--- config.mk ---
export PLATFORM = sky130hd
export DESIGN_NAME = acq_sequencer
export DESIGN_NICKNAME = d
export VERILOG_FILES = /design/src/rtl/acq_sequencer.sv
export SDC_FILE = /design/constraint.sdc
export NUM_CORES = 1
export LEC_CHECK = 0
export CORE_UTILIZATION = 53
export CTS_BUF_LIST = sky130_fd_sc_hd__clkbuf_4
export DETAILED_ROUTE_END_ITERATION = 8
export PLACE_DENSITY = 0.77
export SLEW_MARGIN = 15
export SYNTH_ARGS = -nofsm -noshare
export SYNTH_HDL_FRONTEND = slang
export SYNTH_SLANG_ARGS = --single-unit
--- constraint.sdc ---
create_clock -name clk -period 2.6 [get_ports clk]
set_input_delay 0.26 -clock clk [delete_from_list [all_inputs] [get_ports clk]]
set_output_delay 0.26 -clock clk [all_outputs]
set_load 0.05 [all_outputs]
--- src/rtl/acq_sequencer.sv ---
// GPS acquisition search controller: sweeps PRN x Doppler bin x code phase,
// one correlator dump per cell, reporting the first detection or the strongest cell.
module acq_sequencer #(
  parameter int unsigned      FCW_W       = 24,
  parameter logic [FCW_W-1:0] FCW_CENTER  = 24'h100000,
  parameter logic [FCW_W-1:0] FCW_STEP    = 24'h000800,
  parameter int unsigned      N_BINS      = 5,
  parameter int unsigned      MAG_W       = 16,
  parameter logic [31:0]      TIMEOUT_CYC = 32'd100000
) (
  input  logic             clk,
  input  logic             rst_n,
  input  logic             start,
  input  logic             abort,
  input  logic [5:0]       prn_first,
  input  logic [5:0]       prn_last,
  input  logic [MAG_W-1:0] threshold,
  input  logic             corr_valid,
  input  logic [MAG_W-1:0] corr_mag,
  output logic [3:0]       cagen_t0,
  output logic [3:0]       cagen_t1,
  output logic             cagen_rst,
  output logic             cagen_slip,
  output logic [FCW_W-1:0] nco_fcw,
  output logic             nco_rst,
  output logic             corr_clr,
  output logic             busy,
  output logic             done,
  output logic             found,
  output logic             err,
  output logic [5:0]       res_prn,
  output logic [3:0]       res_bin,
  output logic [9:0]       res_phase,
  output logic [MAG_W-1:0] res_mag
);

  typedef enum logic [2:0] {
    S_IDLE, S_CONFIG, S_WAIT, S_EVAL, S_STEP, S_DONE
  } state_t;

  localparam logic [3:0]  LAST_BIN = 4'(N_BINS - 1);
  localparam int unsigned HALF     = (N_BINS - 1) / 2;

  state_t           state;
  logic [5:0]       prn, prn_last_r, best_prn;
  logic [3:0]       bin, best_bin;
  logic [9:0]       phase, best_phase;
  logic [MAG_W-1:0] thr_r, mag_r, best_mag;
  logic [31:0]      cnt;
  logic             range_ok;

  // G2 phase-selector taps {t0, t1}, 1-based stage numbers
  function automatic logic [7:0] tap_of(input logic [5:0] p);
    case (p)
      6'd1:  tap_of = {4'd2, 4'd6};   6'd2:  tap_of = {4'd3, 4'd7};
      6'd3:  tap_of = {4'd4, 4'd8};   6'd4:  tap_of = {4'd5, 4'd9};
      6'd5:  tap_of = {4'd1, 4'd9};   6'd6:  tap_of = {4'd2, 4'd10};
      6'd7:  tap_of = {4'd1, 4'd8};   6'd8:  tap_of = {4'd2, 4'd9};
      6'd9:  tap_of = {4'd3, 4'd10};  6'd10: tap_of = {4'd2, 4'd3};
      6'd11: tap_of = {4'd3, 4'd4};   6'd12: tap_of = {4'd5, 4'd6};
      6'd13: tap_of = {4'd6, 4'd7};   6'd14: tap_of = {4'd7, 4'd8};
      6'd15: tap_of = {4'd8, 4'd9};   6'd16: tap_of = {4'd9, 4'd10};
      6'd17: tap_of = {4'd1, 4'd4};   6'd18: tap_of = {4'd2, 4'd5};
      6'd19: tap_of = {4'd3, 4'd6};   6'd20: tap_of = {4'd4, 4'd7};
      6'd21: tap_of = {4'd5, 4'd8};   6'd22: tap_of = {4'd6, 4'd9};
      6'd23: tap_of = {4'd1, 4'd3};   6'd24: tap_of = {4'd4, 4'd6};
      6'd25: tap_of = {4'd5, 4'd7};   6'd26: tap_of = {4'd6, 4'd8};
      6'd27: tap_of = {4'd7, 4'd9};   6'd28: tap_of = {4'd8, 4'd10};
      6'd29: tap_of = {4'd1, 4'd6};   6'd30: tap_of = {4'd2, 4'd7};
      6'd31: tap_of = {4'd3, 4'd8};   6'd32: tap_of = {4'd4, 4'd9};
      default: tap_of = '0;
    endcase
  endfunction

  // Bin offset from centre is signed; computing modulo 2^FCW_W lets it wrap.
  function automatic logic [FCW_W-1:0] fcw_of(input logic [3:0] b);
    fcw_of = FCW_CENTER + FCW_STEP * FCW_W'(b) - FCW_STEP * FCW_W'(HALF);
  endfunction

  assign range_ok = (prn_first != 6'd0) && (prn_first <= 6'd32) &&
                    (prn_last <= 6'd32) && (prn_first <= prn_last);
  assign busy = (state != S_IDLE);

  // Taps, fcw and the config pulses are loaded on the edge that enters CONFIG.
  always_ff @(posedge clk or negedge rst_n) begin
    if (!rst_n) begin
      state      <= S_IDLE;
      prn        <= '0;
      prn_last_r <= '0;
      bin        <= '0;
      phase      <= '0;
      thr_r      <= '0;
      mag_r      <= '0;
      cnt        <= '0;
      best_prn   <= '0;
      best_bin   <= '0;
      best_phase <= '0;
      best_mag   <= '0;
      cagen_t0   <= '0;
      cagen_t1   <= '0;
      nco_fcw    <= '0;
      cagen_rst  <= 1'b0;
      cagen_slip <= 1'b0;
      nco_rst    <= 1'b0;
      corr_clr   <= 1'b0;
      done       <= 1'b0;
      found      <= 1'b0;
      err        <= 1'b0;
      res_prn    <= '0;
      res_bin    <= '0;
      res_phase  <= '0;
      res_mag    <= '0;
    end else begin
      cagen_rst  <= 1'b0;
      cagen_slip <= 1'b0;
      nco_rst    <= 1'b0;
      corr_clr   <= 1'b0;
      done       <= 1'b0;
      if (abort && state != S_IDLE) begin
        state <= S_IDLE;
      end else begin
        case (state)
          S_IDLE: if (start) begin
            found <= 1'b0;
            if (range_ok) begin
              err                  <= 1'b0;
              prn_last_r           <= prn_last;
              thr_r                <= threshold;
              best_prn             <= '0;
              best_bin             <= '0;
              best_phase           <= '0;
              best_mag             <= '0;
              prn                  <= prn_first;
              bin                  <= '0;
              phase                <= '0;
              {cagen_t0, cagen_t1} <= tap_of(prn_first);
              nco_fcw              <= fcw_of(4'd0);
              cagen_rst            <= 1'b1;
              nco_rst              <= 1'b1;
              corr_clr             <= 1'b1;
              state                <= S_CONFIG;
            end else begin
              err   <= 1'b1;
              done  <= 1'b1;
              state <= S_DONE;
            end
          end
          S_CONFIG: begin
            cnt   <= '0;
            state <= S_WAIT;
          end
          S_WAIT: begin
            if (corr_valid) begin
              mag_r <= corr_mag;
              state <= S_EVAL;
            end else if (cnt == TIMEOUT_CYC - 32'd1) begin
              err   <= 1'b1;
              found <= 1'b0;
              done  <= 1'b1;
              state <= S_DONE;
            end else begin
              cnt <= cnt + 32'd1;
            end
          end
          S_EVAL: begin
            if (mag_r >= thr_r) begin
              found     <= 1'b1;
              err       <= 1'b0;
              res_prn   <= prn;
              res_bin   <= bin;
              res_phase <= phase;
              res_mag   <= mag_r;
              done      <= 1'b1;
              state     <= S_DONE;
            end else begin
              if (mag_r > best_mag) begin
                best_prn   <= prn;
                best_bin   <= bin;
                best_phase <= phase;
                best_mag   <= mag_r;
              end
              state <= S_STEP;
            end
          end
          S_STEP: begin
            if (phase < 10'd1022) begin
              phase      <= phase + 10'd1;
              cagen_slip <= 1'b1;
              corr_clr   <= 1'b1;
              cnt        <= '0;
              state      <= S_WAIT;
            end else if (bin < LAST_BIN) begin
              bin       <= bin + 4'd1;
              phase     <= '0;
              nco_fcw   <= fcw_of(bin + 4'd1);
              cagen_rst <= 1'b1;
              nco_rst   <= 1'b1;
              corr_clr  <= 1'b1;
              state     <= S_CONFIG;
            end else if (prn < prn_last_r) begin
              prn                  <= prn + 6'd1;
              bin                  <= '0;
              phase                <= '0;
              {cagen_t0, cagen_t1} <= tap_of(prn + 6'd1);
              nco_fcw              <= fcw_of(4'd0);
              cagen_rst            <= 1'b1;
              nco_rst              <= 1'b1;
              corr_clr             <= 1'b1;
              state                <= S_CONFIG;
            end else begin
              found     <= 1'b0;
              err       <= 1'b0;
              res_prn   <= best_prn;
              res_bin   <= best_bin;
              res_phase <= best_phase;
              res_mag   <= best_mag;
              done      <= 1'b1;
              state     <= S_DONE;
            end
          end
          S_DONE: state <= S_IDLE;
          default: state <= S_IDLE;
        endcase
      end
    end
  end

endmodule
Word-level counts from Yosys, hierarchy flattened
Memory sizes are Yosys's and may differ from the RTL's.
Cells that the tools add are included.
{"block": "classes", "add_sub_neg": 6, "mul": 0, "n_div": 0, "magnitude_cmp": 8, "n_eq_ne": 22, "shift": 0, "muxes": 122, "bitwise_logic": 1, "reduce_logical": 22}
{"cell": "$mux W16", "count": 8}
{"cell": "$mux W24", "count": 5}
{"cell": "$mux W10", "count": 11}
{"cell": "$mux W32", "count": 3}
{"cell": "$pmux W32 S3", "count": 1}
{"cell": "$mux W4", "count": 21}
{"cell": "$mux W6", "count": 13}
{"cell": "$pmux W16 S2", "count": 2}
{"cell": "$pmux W10 S2", "count": 3}
{"cell": "$pmux W24 S2", "count": 1}
{"cell": "$pmux W4 S2", "count": 5}
{"cell": "$pmux W6 S2", "count": 3}
{"cell": "$add A32 B1 Y32 const B", "count": 1}
{"cell": "$eq A32 B17 Y1 const B", "count": 1}
{"cell": "$mux W1", "count": 32}
{"cell": "$ne A2 B2 Y1 const B", "count": 13}
{"cell": "$mux W3", "count": 8}
{"cell": "$sub A22 B13 Y23 const B", "count": 1}
{"cell": "$add A21 B15 Y22 const A", "count": 1}
{"cell": "$reduce_and A6 Y1", "count": 3}
{"cell": "$ge A16 B16 Y1", "count": 1}
{"cell": "$gt A16 B16 Y1", "count": 1}
{"cell": "$pmux W3 S5", "count": 1}
{"cell": "$le A6 B6 Y1 const B", "count": 2}
{"cell": "27 further kinds", "count": 40}
{"block": "word_totals", "regBits": 203, "latchBits": 0, "mem_bits_rw": 0, "rom_bits": 1024, "in_bits": 49, "output_inout_bits": 76, "word_cells": 208, "memories": 2}
{"name": "(no name shown)", "words": 64, "word_bits": 8, "rd": 1, "rd_clocked_by_memory_dff": 0, "write_ports": 0, "line_no": "54", "source": "case (p)"}
{"name": "(no name shown)", "words": 64, "word_bits": 8, "rd": 1, "rd_clocked_by_memory_dff": 0, "write_ports": 0, "line_no": "54"}

Longest topological paths before layout
Gate-level depths: netlist of run 1.
{"block": "depth", "depth_word": 8, "ltp_mapped": 11, "depth_no_buf": 10}

Worst setup path before layout of run 1
OpenSTA, ideal clock, no wires.
{"block": "synth_timing", "path_type": "reg-to-reg", "startpoint": "reg prn[0]", "endpoint": "reg cagen_t1[2]", "setup_ns": 0.126, "t_arrival_ns": 2.356, "t_required_ns": 2.474, "setup_slack_ns": 0.118, "stages_incl_launch_ff": 12, "n_path_buf": 3, "period_less_slack_ns": 2.482, "cell_sequence": "dfrtp_1 -> clkbuf_1 -> inv_1 -> clkbuf_1 -> ha_1 -> clkbuf_1 -> nor2_1 -> mux2_2 -> a22oi_1 -> o21ai_0 -> a22oi_1 -> a21oi_1"}
{"block": "synth_via", "elab_chain_len": 6, "elab_cells_between_ends": 9, "cone_classes": "add/sub: 1; order compare: 1; eq/ne: 1; mux: 4; reduce/logical: 1; memory: 1"}
{"element": "start, declared", "line_no": "45", "source": "logic [5:0] prn, prn_last_r, best_prn;"}
{"element": "start signal, assigned", "line_no": "133", "source": "prn <= prn_first;"}
{"element": "start signal, assigned", "line_no": "201", "source": "prn <= prn + 6'd1;"}
{"element": "$add A6 B1 Y6", "line_no": "204", "source": "{cagen_t0, cagen_t1} <= tap_of(prn + 6'd1);"}
{"element": "$mem_v2 Z64 W8"}
{"element": "$mux W4", "line_no": "200", "source": "end else if (prn < prn_last_r) begin"}
{"element": "$mux W4", "line_no": "192", "source": "end else if (bin < LAST_BIN) begin"}
{"element": "$mux W4", "line_no": "186", "source": "if (phase < 10'd1022) begin"}
{"element": "$pmux W4 S2", "line_no": "122", "source": "case (state)"}
{"element": "end signal, assigned", "line_no": "136", "source": "{cagen_t0, cagen_t1} <= tap_of(prn_first);"}
{"element": "end signal, assigned", "line_no": "204"}
{"element": "end, declared", "line_no": "21", "source": "output logic [3:0] cagen_t1,"}
Several ways; a longest one is shown, not always the timed one. The select of a mux whose other input is x is not followed.
A chain may end at the register's enable or synchronous reset.

Worst setup path in the final report of run 1
{"block": "layout_timing", "startpoint": "reg best_mag[13]", "endpoint": "reg best_mag[0]"}
{"block": "layout_via", "elab_chain_len": 3}
{"element": "start, declared", "line_no": "48", "source": "logic [MAG_W-1:0] thr_r, mag_r, best_mag;"}
{"element": "start signal, assigned", "line_no": "180", "source": "best_mag <= mag_r;"}
{"element": "$gt A16 B16 Y1", "line_no": "176", "source": "if (mag_r > best_mag) begin"}
{"element": "$ne A2 B2 Y1 (no line)"}
{"element": "$reduce_and A6 Y1 (no line)"}
No other way between the ends.

==> results.py, run 1 <==
metrics = {
    "clocking": {
        "cts-root-to-sink-buffers": 2,
        "numCtsBuffers": 17,
        "cts_setup_buffers": 0,
        "cts_num_sinks": 185,
        "cts-htree-levels": 4,
        "clk_root_buffer_cell": "sky130_fd_sc_hd__clkbuf_4",
        "cts.reportedPaths.clkPinSlew_ns": 0.16,
        "tritoncts_clock_tree": "done",
        "clock_latency_ns": 0.59,
    },
    "worst_setup_path": {
        "cp-end-kind": "flop",
        "crit_path_start_kind": "flop",
        "cp_data_arrival_time_ns": 2.99,
        "worst-path-max-fanout": 13,
        "r2r_start": "best_mag[13]$_DFFE_PN0P_",
        "reg2reg_to": "best_mag[0]$_DFFE_PN0P_",
        "critical_path_required_ns": 3.08,
        "worstRegToRegCells": 11,
        "worst-setup-path-type": "flop to flop",
        "timing.reg2reg.setup_slack_ns": 0.09,
    },
    "yosys": {
        "synth_top_family_by_area": "compound AO/OA/AOI/OAI gates",
        "syn_inst": 1141,
        "synth_compound_gate_area_share": 0.189,
        "synth_adder_area_share": 0.0685,
        "synth_top_cell_by_area": "sky130_fd_sc_hd__dfrtp_1",
        "synth.cell_area_um2": 10600,
        "synth_largest_type_area_fraction": 0.437,
        "synthesis.yosys.warnings": 0,
        "synthDistinctLibCells": 73,
        "synth-simple-area-share": 0.153,
        "postSynth.topFlopCell": "sky130_fd_sc_hd__dfrtp_1",
        "async_reset_ff_frac": 1.00,
        "post_synth_main_area_contributors": "sky130_fd_sc_hd__dfrtp_1, sky130_fd_sc_hd__ha_1, sky130_fd_sc_hd__o21ai_0",
        "synth-seq-area-share": 0.437,
        "synth-xor-area-share": 0.0256,
        "synth-edff-count": 0,
        "synthMuxAreaShare": 0.0606,
        "avg_synthesized_cell_area_um2": 9.28,
        "synth.ff_latch_count": 185,
    },
    "global_route": {
        "number_of_global_route_vias_before_repair": 8430,
        "grt_start_max_net_pins": 93,
        "grtUsageTotal": 0.263,
        "grt_first_pass_wirelength_um": 42400,
        "antenna_found_initial": 1,
        "globalRouteOverflowTotal": 0,
    },
    "detailed_routing": {
        "vias": 9039,
        "routed_via_density": 5.76,
        "drt_drc_violations_left": 0,
        "initial_drt_markers": 794,
        "total_wire_length_um": 25700,
        "final_antenna_net_count": 0,
        "route.detailed.wl_per_inst_um": 16.4,
        "drt_first_pass_iters": 5,
    },
    "sta": {
        "number_of_setup_violations_in_the_final_report": 0,
        "tightest_slew_ns": 0.756,
        "finalHoldViolations": 0,
        "worst_clock_skew_ns": 0.0269,
        "worst_slew_margin_rel": 0.496,
        "timing.final.crit_share": 0.965,
        "max_freq_mhz": 399,
        "post-route-min-period_ns": 2.51,
        "final-max-slew-violation-count": 0,
        "setup_total_negative_slack_ns": 0,
    },
    "floorplan": {
        "dieHeight_um": 143,
        "die_area_um2": 20500,
        "floorplan.initialDensity": 0.542,
        "fp.dieW_um": 143,
        "core_area_um2": 19500,
        "design.portCount": 125,
        "rows": 51,
    },
    "cells_and_area": {
        "layout.nets": 1397,
        "syn_to_final_growth_pct": 20.4,
        "drive_gt1_frac": 0.130,
    },
    "job": {
        "max_cap_viol_count": 0,
    },
    "power": {
        "power.total_uw": 12200,
        "power.leakage_uw": 0.00557,
        "vdd.ir_drop.worst_uv": 444,
        "power_density_nw_per_um2": 959,
    },
    "worst_hold_path": {
        "hp-class": "primary input to flop",
        "min_to": "thr_r[9]$_DFFE_PN0P_",
        "worst_hold_path.num_cells": 3,
        "hold_start": "threshold[9]",
    },
    "place": {
        "globalplace.congestion": 0.919,
        "placement.io_buffers": 110,
        "detailed_place_hpwl_um": 18900,
    },
    "outcome": {
        "run_status": "finished, final reports clean",
    },
}
## worst max-delay path, cell delays in order (launching register included)
cell and delay, ns:
sky130_fd_sc_hd__dfrtp_1 0.41, sky130_fd_sc_hd__inv_1 0.05, sky130_fd_sc_hd__ha_1 0.31, sky130_fd_sc_hd__a21oi_1 0.17
sky130_fd_sc_hd__o21ai_0 0.14, sky130_fd_sc_hd__or3_1 0.34, sky130_fd_sc_hd__a221o_1 0.28, sky130_fd_sc_hd__o221ai_2 0.15
sky130_fd_sc_hd__buf_4 0.15, sky130_fd_sc_hd__nor3_4 0.04, sky130_fd_sc_hd__buf_4 0.18, sky130_fd_sc_hd__a22o_1 0.18
## cell type report
cell class	instances	area, µm²
well taps	265	332
repair buffers	206	1910
inverters	63	236
clock inverters	14	131
fillers	1636	6780
clock buffers	18	135
multi-input cells	817	5370
diodes	2	5.00
flip-flops and latches	185	4630
## report_power, final
part           internal, µW  leakage (µW)  switching (µW)
registers              3510       0.00246             503
clock network           434      0.000143            1110
logic                  2610       0.00297            4060
total                  6560       0.00557            5670
## cell usage after synthesis (all sizes together) (23+ instances only)
cell type	count
nor3	27
nor2	78
buf	47
nand2	120
o21ai	127
clkbuf	42
inv	63
a21oi	58
nand3	34
mux2	23
dfrtp	185
a22o	39
ha	58
xnor2	23
mux2i	36
## logic make-up (layout without fill, tap and decap cells)
family | after synthesis | after routing
mux | 60 | 60
xor+xnor | 31 | 31
fa+ha+maj | 58 | 58
simple gates | 341 | 341
buf+inv | 152 | 301
other cells | 1 | 16
flops | 185 | 185
compound gates | 313 | 313
## per-layer routing
metal / vias up / share of wire / GRT usage / routed length, µm
li1: 4340 / - / - / -
met1: 4398 / 0.46 / 0.376 / 11800
met2: 266 / 0.46 / 0.412 / 11800
met3: 35 / 0.059 / 0.0423 / 1530
met4: 0 / 0.021 / 0.0806 / 533
met5: - / 0 / 0 / 0
## placed cells by master (no fill, tap or decap), types with 8 or more instances in the layout
master                            instances
sky130_fd_sc_hd__a21oi_1                 55
sky130_fd_sc_hd__a22o_1                  39
sky130_fd_sc_hd__a31oi_1                 12
sky130_fd_sc_hd__buf_4                   88
sky130_fd_sc_hd__clkbuf_4                18
sky130_fd_sc_hd__clkdlybuf4s50_1        108
sky130_fd_sc_hd__conb_1                  14
sky130_fd_sc_hd__dfrtp_1                185
sky130_fd_sc_hd__ha_1                    58
sky130_fd_sc_hd__inv_1                   63
sky130_fd_sc_hd__mux2_2                  22
sky130_fd_sc_hd__mux2i_1                 36
sky130_fd_sc_hd__nand2_1                120
sky130_fd_sc_hd__nand2b_1                 9
sky130_fd_sc_hd__nand3_1                 34
sky130_fd_sc_hd__nand4_1                 15
sky130_fd_sc_hd__nor2_1                  78
sky130_fd_sc_hd__nor3_1                  24
sky130_fd_sc_hd__nor4_1                  10
sky130_fd_sc_hd__o21ai_0                113
sky130_fd_sc_hd__o21ai_1                 14
sky130_fd_sc_hd__o31ai_1                 12
sky130_fd_sc_hd__xnor2_1                 23
sky130_fd_sc_hd__xor2_1                   8
## sequential cells by signal, summed over array words and instances (netlist names), 6 cells and up
| name | cells |
|---|---|
| mag_r | 16 |
| cnt | 32 |
| prn | 6 |
| thr_r | 16 |
| phase | 10 |
| best_phase | 10 |
| res_phase | 10 |
| res_mag | 16 |
| res_prn | 6 |
| nco_fcw | 7 |
| best_mag | 16 |
| prn_last_r | 6 |
| best_prn | 6 |
## repair_timing
action,in CTS,in global routing
endpoints found under the hold margin,90,0
hold buffers,1,0
gates resized for setup,1,6
setup endpoints to repair,1,38
## metrics by stage
step | utilization | cell area (µm²) | instances | setup slack [ns] | hold slack (ns)
final | 0.653 | 12700 | 1570 | 0.0918 | 0.204
after global routing | 0.653 | 12700 | 1570 | -0.000115 | 0.191
after CTS | 0.651 | 12700 | 1568 | 0.0684 | 0.162
after detailed placement | 0.637 | 12400 | 1535 | -0.432 | 0.383
after global placement | 0.637 | 12400 | 1535 | -0.400 | 0.376
after floorplan | - | 10600 | 1154 | 0.118 | -0.0356
## how the worst max path moves through the flow
stage	cells past startpoint	slack, ns	start	endpoint
floorplan	11	0.12	prn[0]$_DFFE_PN0P_	cagen_t1[2]$_DFFE_PN0P_
global placement	11	-0.40	prn_last[4]	phase[5]$_DFFE_PN0P_
detailed placement	11	-0.43	prn_last[4]	phase[5]$_DFFE_PN0P_
CTS	11	0.07	best_mag[13]$_DFFE_PN0P_	best_mag[0]$_DFFE_PN0P_
global route	10	-0.0001	prn[2]$_DFFE_PN0P_	phase[5]$_DFFE_PN0P_
finish	11	0.09	best_mag[13]$_DFFE_PN0P_	best_mag[0]$_DFFE_PN0P_
Note: power is estimated with default switching activity, not from simulation.
==> run 2: changes to the inputs <==
HOLD_SLACK_MARGIN = 0.08   (was default)
MAX_ROUTING_LAYER = met4   (was default)
==> run 2 against run 1 <==
Highest routed layer unchanged. Clock power grew 13%. Hold slack lost 0.014 ns. Die area is the same. Sequential share of layout area shrank 0.22 points. Non-clock buffer count grew 6. Sequential power is essentially flat. Setup slack gained 0.021 ns. Routed wire length grew 1.5%. Register-to-register slack gained 0.02 ns. Utilization grew 0.40 points. Critical path type unchanged.
==> results.py, run 2 (same netlist as run 1, synthesis figures left out) <==
metrics = {
    "clocking": {
        "cts.reportedPaths.clkPinSlew_ns": 0.17,
        "cts_num_sinks": 185,
        "cts-htree-levels": 4,
        "tritoncts_clock_tree": "done",
        "numCtsBuffers": 17,
        "clock_latency_ns": 0.61,
        "clk_root_buffer_cell": "sky130_fd_sc_hd__clkbuf_4",
        "cts-root-to-sink-buffers": 2,
    },
    "power": {
        "power.total_uw": 12400,
        "power.leakage_uw": 0.00562,
        "power_density_nw_per_um2": 968,
        "vdd.ir_drop.worst_uv": 550,
    },
    "sta": {
        "tightest_slew_ns": 0.647,
        "worst_slew_margin_rel": 0.569,
        "post-route-min-period_ns": 2.49,
        "finalHoldViolations": 0,
        "hold-worst-slack_ns": 0.190,
        "number_of_setup_violations_in_the_final_report": 0,
        "final-max-slew-violation-count": 0,
        "worst_clock_skew_ns": 0.0272,
        "timing.final.crit_share": 0.957,
        "max_freq_mhz": 402,
    },
    "worst_setup_path": {
        "critical_path_required_ns": 3.11,
        "timing.critical_path.cells": "inv_1 > ha_1 > a21oi_1 > o21ai_0 > or3_1 > a221o_1 > o221ai_2 > buf_4 > nor3_4 > buf_4 > a22o_1",
        "worst-setup-path-type": "flop to flop",
        "cp_top_family": "compound AO/OA/AOI/OAI gates",
        "slowest_delay_ns": 0.41,
        "cp-end-kind": "flop",
        "worst-path-max-fanout": 13,
        "path_common_cell": "sky130_fd_sc_hd__buf_4",
        "crit_path_start_kind": "flop",
        "cp_data_arrival_time_ns": 3.00,
        "critPathBufInv": 3,
        "cp_slowest_cell": "sky130_fd_sc_hd__dfrtp_1",
    },
    "place": {
        "globalplace.congestion": 0.944,
        "place_area_um2": 12400,
        "detailed_place_hpwl_um": 19100,
        "placement.io_buffers": 110,
    },
    "floorplan": {
        "core_area_um2": 19500,
        "fp.dieW_um": 143,
        "die_area_um2": 20500,
        "dieHeight_um": 143,
        "floorplan.initialDensity": 0.542,
        "rows": 51,
        "design.portCount": 125,
    },
    "global_route": {
        "grt_start_max_net_pins": 73,
        "globalRouteOverflowTotal": 0,
        "grt_first_pass_wirelength_um": 42500,
        "number_of_global_route_vias_before_repair": 8489,
        "grtUsageTotal": 0.272,
        "antenna_found_initial": 1,
    },
    "job": {
        "max_cap_viol_count": 0,
    },
    "cells_and_area": {
        "layout_commonest_cell": "sky130_fd_sc_hd__dfrtp_1",
        "syn_to_final_growth_pct": 21.2,
        "registers.top_by_ff_count": "cnt",
        "drive_gt1_frac": 0.134,
        "number_of_flip_flops_under_the_largest_register_name": 32,
        "most-common-layout-cells": "sky130_fd_sc_hd__dfrtp_1, sky130_fd_sc_hd__nand2_1, sky130_fd_sc_hd__o21ai_0",
        "fin_area_um2": 12800,
        "layout.nets": 1403,
    },
    "detailed_routing": {
        "final_antenna_net_count": 0,
        "total_wire_length_um": 26100,
        "route.detailed.wl_per_inst_um": 16.6,
        "drt_drc_violations_left": 0,
        "drt_first_pass_iters": 5,
        "initial_drt_markers": 811,
        "routed_via_density": 5.77,
        "vias": 9085,
    },
    "worst_hold_path": {
        "hp-class": "primary input to flop",
    },
    "outcome": {
        "run_status": "finished, final reports clean",
    },
}
[run 2: changes by cell type in the layout (fill, tap and decap cells not counted), sizes merged]
cell | before | now
buf | 95 | 101
bufinv | 0 | 2
clkinvlp | 2 | 1
diode | 2 | 1
inv | 71 | 70
[run 2: final cells by class]
cell class,count,area [µm²]
fillers,1609,6700
multi-input cells,817,5370
flip-flops and latches,185,4630
repair buffers,212,1950
well taps,265,332
inverters,63,236
clock inverters,14,179
clock buffers,18,135
diodes,1,2.50
[run 2: what timing repair did]
action,CTS,global route
resized for setup,1,7
buffers inserted,0,4
endpoints found under the hold margin,68,0
pin swaps,0,1
endpoints found under the setup margin,1,44
hold buffers,1,0
[run 2: path summary, 6_finish.rpt]
kind | endpoint | cells past startpoint | slack (ns) | start
max | best_mag[11]$_DFFE_PN0P_ | 11 | 0.11 | best_mag[13]$_DFFE_PN0P_
min | thr_r[15]$_DFFE_PN0P_ | 3 | 0.19 | threshold[15]
max reg2reg | best_mag[11]$_DFFE_PN0P_ | 11 | 0.11 | best_mag[13]$_DFFE_PN0P_
min reg2reg | res_prn[0]$_DFFE_PN0P_ | 2 | 0.49 | res_prn[0]$_DFFE_PN0P_
max in group asynchronous | res_phase[0]$_DFFE_PN0P_ | 3 | 1.64 | rst_n
min in group asynchronous | res_prn[0]$_DFFE_PN0P_ | 2 | 0.23 | rst_n
[run 2: worst register-to-register path, stage by stage (launching register included)]
cell and delay, ns:
sky130_fd_sc_hd__dfrtp_1 0.41, sky130_fd_sc_hd__inv_1 0.06, sky130_fd_sc_hd__ha_1 0.30, sky130_fd_sc_hd__a21oi_1 0.17, sky130_fd_sc_hd__o21ai_0 0.13, sky130_fd_sc_hd__or3_1 0.32
sky130_fd_sc_hd__a221o_1 0.28, sky130_fd_sc_hd__o221ai_2 0.15, sky130_fd_sc_hd__buf_4 0.15, sky130_fd_sc_hd__nor3_4 0.04, sky130_fd_sc_hd__buf_4 0.19, sky130_fd_sc_hd__a22o_1 0.20
[run 2: layer usage]
metal,track usage,wire (µm),vias up
li1,-,-,4346
met1,0.375,11700,4395
met2,0.416,12100,311
met3,0.0437,1770,33
met4,0.0778,468,0
met5,-,0,-
[run 2: per-stage QoR]
| step | setup TNS, ns | util | worst slack (ns) | cells |
|---|---|---|---|---|
| after floorplan | 0 | - | 0.118 | 1154 |
| after CTS | 0 | 0.654 | 0.0665 | 1570 |
| after global routing | -0.0227 | 0.657 | -0.0125 | 1575 |
| final | 0 | 0.657 | 0.112 | 1575 |
| after global placement | -20.26 | 0.637 | -0.401 | 1537 |
| after detailed placement | -25.97 | 0.637 | -0.472 | 1537 |
[run 2: report_power, final]
group | internal (µW) | switching (µW) | total (µW)
Sequential | 3510 | 516 | 4030
Combinational | 2610 | 4040 | 6650
Clock | 627 | 1110 | 1740
Total | 6750 | 5670 | 12400
==> run 3: changes to the inputs <==
ABC_AREA = 1   (was default)
CORE_UTILIZATION = 54   (was 53)
PLACE_DENSITY = 0.78   (was 0.77)
==> run 3 against run 2 <==
Combinational power rose by 9.0%. Register-to-register slack gained 0.21 ns. Critical endpoint is now busy. Utilization fell by 2.7 points. Sequential share of layout area decreased by 1.3 points. Sequential cell count did not move. Clock power down 11%. Largest cell class unchanged. Highest routed layer unchanged. Global-route usage increased by 0.90 points.
==> results.py, run 3 <==
metrics = {
    "power": {
        "power_switching_share": 0.504,
        "power_density_nw_per_um2": 985,
        "share_clk_of_total_power": 0.118,
        "power.leakage_uw": 0.00672,
        "vdd.ir_drop.worst_uv": 785,
        "power.share.sequential": 0.328,
        "power_report.internal_total_uw": 6500,
        "power.total_uw": 13100,
        "power.combinational.fraction": 0.554,
        "p_switching_uw": 6590,
    },
    "yosys": {
        "leading_cell_type_by_number_of_instances_after_synthesis": "sky130_fd_sc_hd__nand2_1",
        "synth_adder_area_share": 0.0624,
        "synth_compound_gate_area_share": 0.0767,
        "synth.cell_area_um2": 11600,
        "post_synth_most_frequent_cells": "sky130_fd_sc_hd__nand2_1, sky130_fd_sc_hd__nor2_1, sky130_fd_sc_hd__dfrtp_1, sky130_fd_sc_hd__inv_1, sky130_fd_sc_hd__nand3_1",
        "syn_inst": 1668,
        "synthDistinctLibCells": 38,
        "synthesis.yosys.warnings": 0,
        "post_synth_main_area_contributors": "sky130_fd_sc_hd__dfrtp_1, sky130_fd_sc_hd__nand2_1, sky130_fd_sc_hd__ha_1",
        "synthMuxAreaShare": 0,
        "postSynth.topFlopCell": "sky130_fd_sc_hd__dfrtp_1",
        "synth-seq-area-share": 0.398,
        "synth.ff_latch_count": 185,
        "async_reset_ff_frac": 1.00,
        "synth_top_family_by_area": "simple AND/OR/NAND/NOR gates",
        "synth_top_cell_by_area": "sky130_fd_sc_hd__dfrtp_1",
        "synth-edff-count": 0,
        "synth-xor-area-share": 0.0264,
        "synth_largest_type_area_fraction": 0.398,
        "avg_synthesized_cell_area_um2": 6.97,
        "synth-simple-area-share": 0.342,
    },
    "sta": {
        "worst_clock_skew_ns": 0.0263,
        "worst_slew_margin_rel": 0.482,
        "number_of_setup_violations_in_the_final_report": 0,
        "finalHoldViolations": 0,
        "timing.final.crit_share": 0.939,
        "hold-worst-slack_ns": 0.171,
        "post-route-min-period_ns": 2.44,
        "setup_total_negative_slack_ns": 0,
        "tightest_slew_ns": 0.775,
        "final-max-slew-violation-count": 0,
        "grt_setup_unrepaired": "no",
        "max_freq_mhz": 410,
    },
    "global_route": {
        "grt_start_max_net_pins": 67,
        "antenna_found_initial": 1,
        "grtUsageTotal": 0.281,
        "number_of_global_route_vias_before_repair": 9903,
        "grt_first_pass_wirelength_um": 48300,
        "globalRouteOverflowTotal": 0,
    },
    "detailed_routing": {
        "initial_drt_markers": 1063,
        "routed_via_density": 5.20,
        "drt_drc_violations_left": 0,
        "drt_first_pass_iters": 5,
        "total_wire_length_um": 28600,
        "vias": 10700,
        "route.detailed.wl_per_inst_um": 13.9,
        "final_antenna_net_count": 0,
    },
    "clocking": {
        "cts_num_sinks": 185,
        "cts-htree-levels": 4,
        "post_cts.resized_instances": 0,
        "clk_root_buffer_cell": "sky130_fd_sc_hd__clkbuf_4",
        "cts_setup_buffers": 0,
        "cts_hold_repair.buffers": 1,
        "clock_latency_ns": 0.60,
        "cts.reportedPaths.clkPinSlew_ns": 0.16,
        "cts-root-to-sink-buffers": 2,
        "tritoncts_clock_tree": "done",
        "numCtsBuffers": 17,
    },
    "cells_and_area": {
        "most-common-layout-cells": "sky130_fd_sc_hd__nand2_1, sky130_fd_sc_hd__nor2_1, sky130_fd_sc_hd__dfrtp_1",
        "number_of_flip_flops_under_the_largest_register_name": 32,
        "registers.top_by_ff_count": "cnt",
        "layout_commonest_cell": "sky130_fd_sc_hd__nand2_1",
        "drive_gt1_frac": 0.0550,
        "syn_to_final_growth_pct": 14.2,
        "layout.nets": 1877,
        "filler_cell_count": 1987,
        "core_util_final": 0.630,
        "fin_area_um2": 13300,
    },
    "place": {
        "globalplace.congestion": 0.936,
        "placement.io_buffers": 110,
        "detailed_place_hpwl_um": 21000,
        "place_area_um2": 13000,
    },
    "outcome": {
        "run_status": "finished, final reports clean",
    },
    "floorplan": {
        "core_area_um2": 21100,
        "dieHeight_um": 149,
        "fp.dieW_um": 149,
        "die_area_um2": 22100,
        "design.portCount": 125,
        "rows": 53,
        "floorplan.initialDensity": 0.552,
    },
    "worst_setup_path": {
        "worst-setup-path-type": "flop to output pin",
        "timing.reg2reg.setup_slack_ns": 0.32,
        "worstRegToRegCells": 12,
        "worst-path-max-fanout": 5,
        "cp-end-kind": "output pin",
        "reg2reg_to": "cnt[20]$_DFFE_PN0P_",
        "crit_path_start_kind": "flop",
        "critical_path_required_ns": 2.34,
        "r2r_start": "cnt[0]$_DFFE_PN0P_",
        "cp_data_arrival_time_ns": 2.18,
    },
    "job": {
        "max_cap_viol_count": 0,
    },
    "worst_hold_path": {
        "hp-class": "primary input to asynchronous set/reset pin",
    },
}
-- run 3: cell count changes after synthesis, sizes merged, moves of 10 or more --
| cell | change |
|---|---|
| nand2 | +478 |
| nand3 | +103 |
| o21ai | -17 |
| a31oi | -10 |
| o31ai | -11 |
| a22o | -39 |
| mux2 | -23 |
| mux2i | -36 |
| nor2 | +122 |
| xor2 | +19 |
| clkbuf | -17 |
| xnor2 | -15 |
| inv | +100 |
| a21oi | -15 |
-- run 3: power by group through the flow --
stage          logic [µW]  clock network, µW  registers [µW]
2_1_floorplan        4260                  0            5240
3_3_place_gp         7080                  0            4340
3_5_place_dp         7230                  0            4350
4_1_cts              7260               1600            4300
5_1_grt              8110               1700            4400
6_report             7250               1540            4300
-- run 3: critical path, stage by stage, from the launching register on --
cell	delay (ns)
sky130_fd_sc_hd__dfrtp_1	0.51
sky130_fd_sc_hd__nor2_4	0.09
sky130_fd_sc_hd__nand2_1	0.17
sky130_fd_sc_hd__clkdlybuf4s50_1	0.83
-- run 3: how the worst max path moves through the flow --
stage	from	end	depth (start not counted)
global route	state[0]$_DFFE_PN0P_	busy	3
detailed placement	prn_last[5]	cagen_t1[2]$_DFFE_PN0P_	14
finish	state[0]$_DFFE_PN0P_	busy	3
global placement	prn_last[5]	cagen_t0[0]$_DFFE_PN0P_	14
CTS	state[0]$_DFFE_PN0P_	busy	3
floorplan	state[0]$_DFFE_PN0P_	res_bin[0]$_DFFE_PN0P_	9
-- run 3: cell families (layout without fill, tap and decap cells) --
family,Yosys count,count (layout)
flops,185,185
simple gates,974,974
buf+inv,245,347
xor+xnor,35,35
compound gates,170,170
other cells,1,15
fa+ha+maj,58,58
-- run 3: layout make-up --
class	instances	area, µm²	area share
multi-input cells	1251	5950	0.448
flip-flops and latches	185	4630	0.348
repair buffers	150	1470	0.111
inverters	165	621	0.0467
well taps	275	344	0.0259
clock buffers	18	135	0.0102
clock inverters	14	131	0.00989
diodes	1	2.50	0.000188
-- run 3: through the flow --
step	std cells	worst slack (ns)
detailed placement	2025	-0.00769
floorplan	1681	0.558
finish	2059	0.160
global route	2059	0.0471
CTS	2058	0.131
global placement	2025	0.00765
-- run 3: metal layers --
| metal | wire (µm) | share of wire | global-route usage | vias to the layer above |
|---|---|---|---|---|
| met5 | 0 | 0 | - | - |
| met4 | 711 | 0.025 | 0.0903 | 0 |
| met3 | 1620 | 0.057 | 0.0440 | 36 |
| met2 | 12900 | 0.45 | 0.427 | 354 |
| met1 | 13300 | 0.47 | 0.385 | 4900 |
| li1 | - | - | - | 5421 |
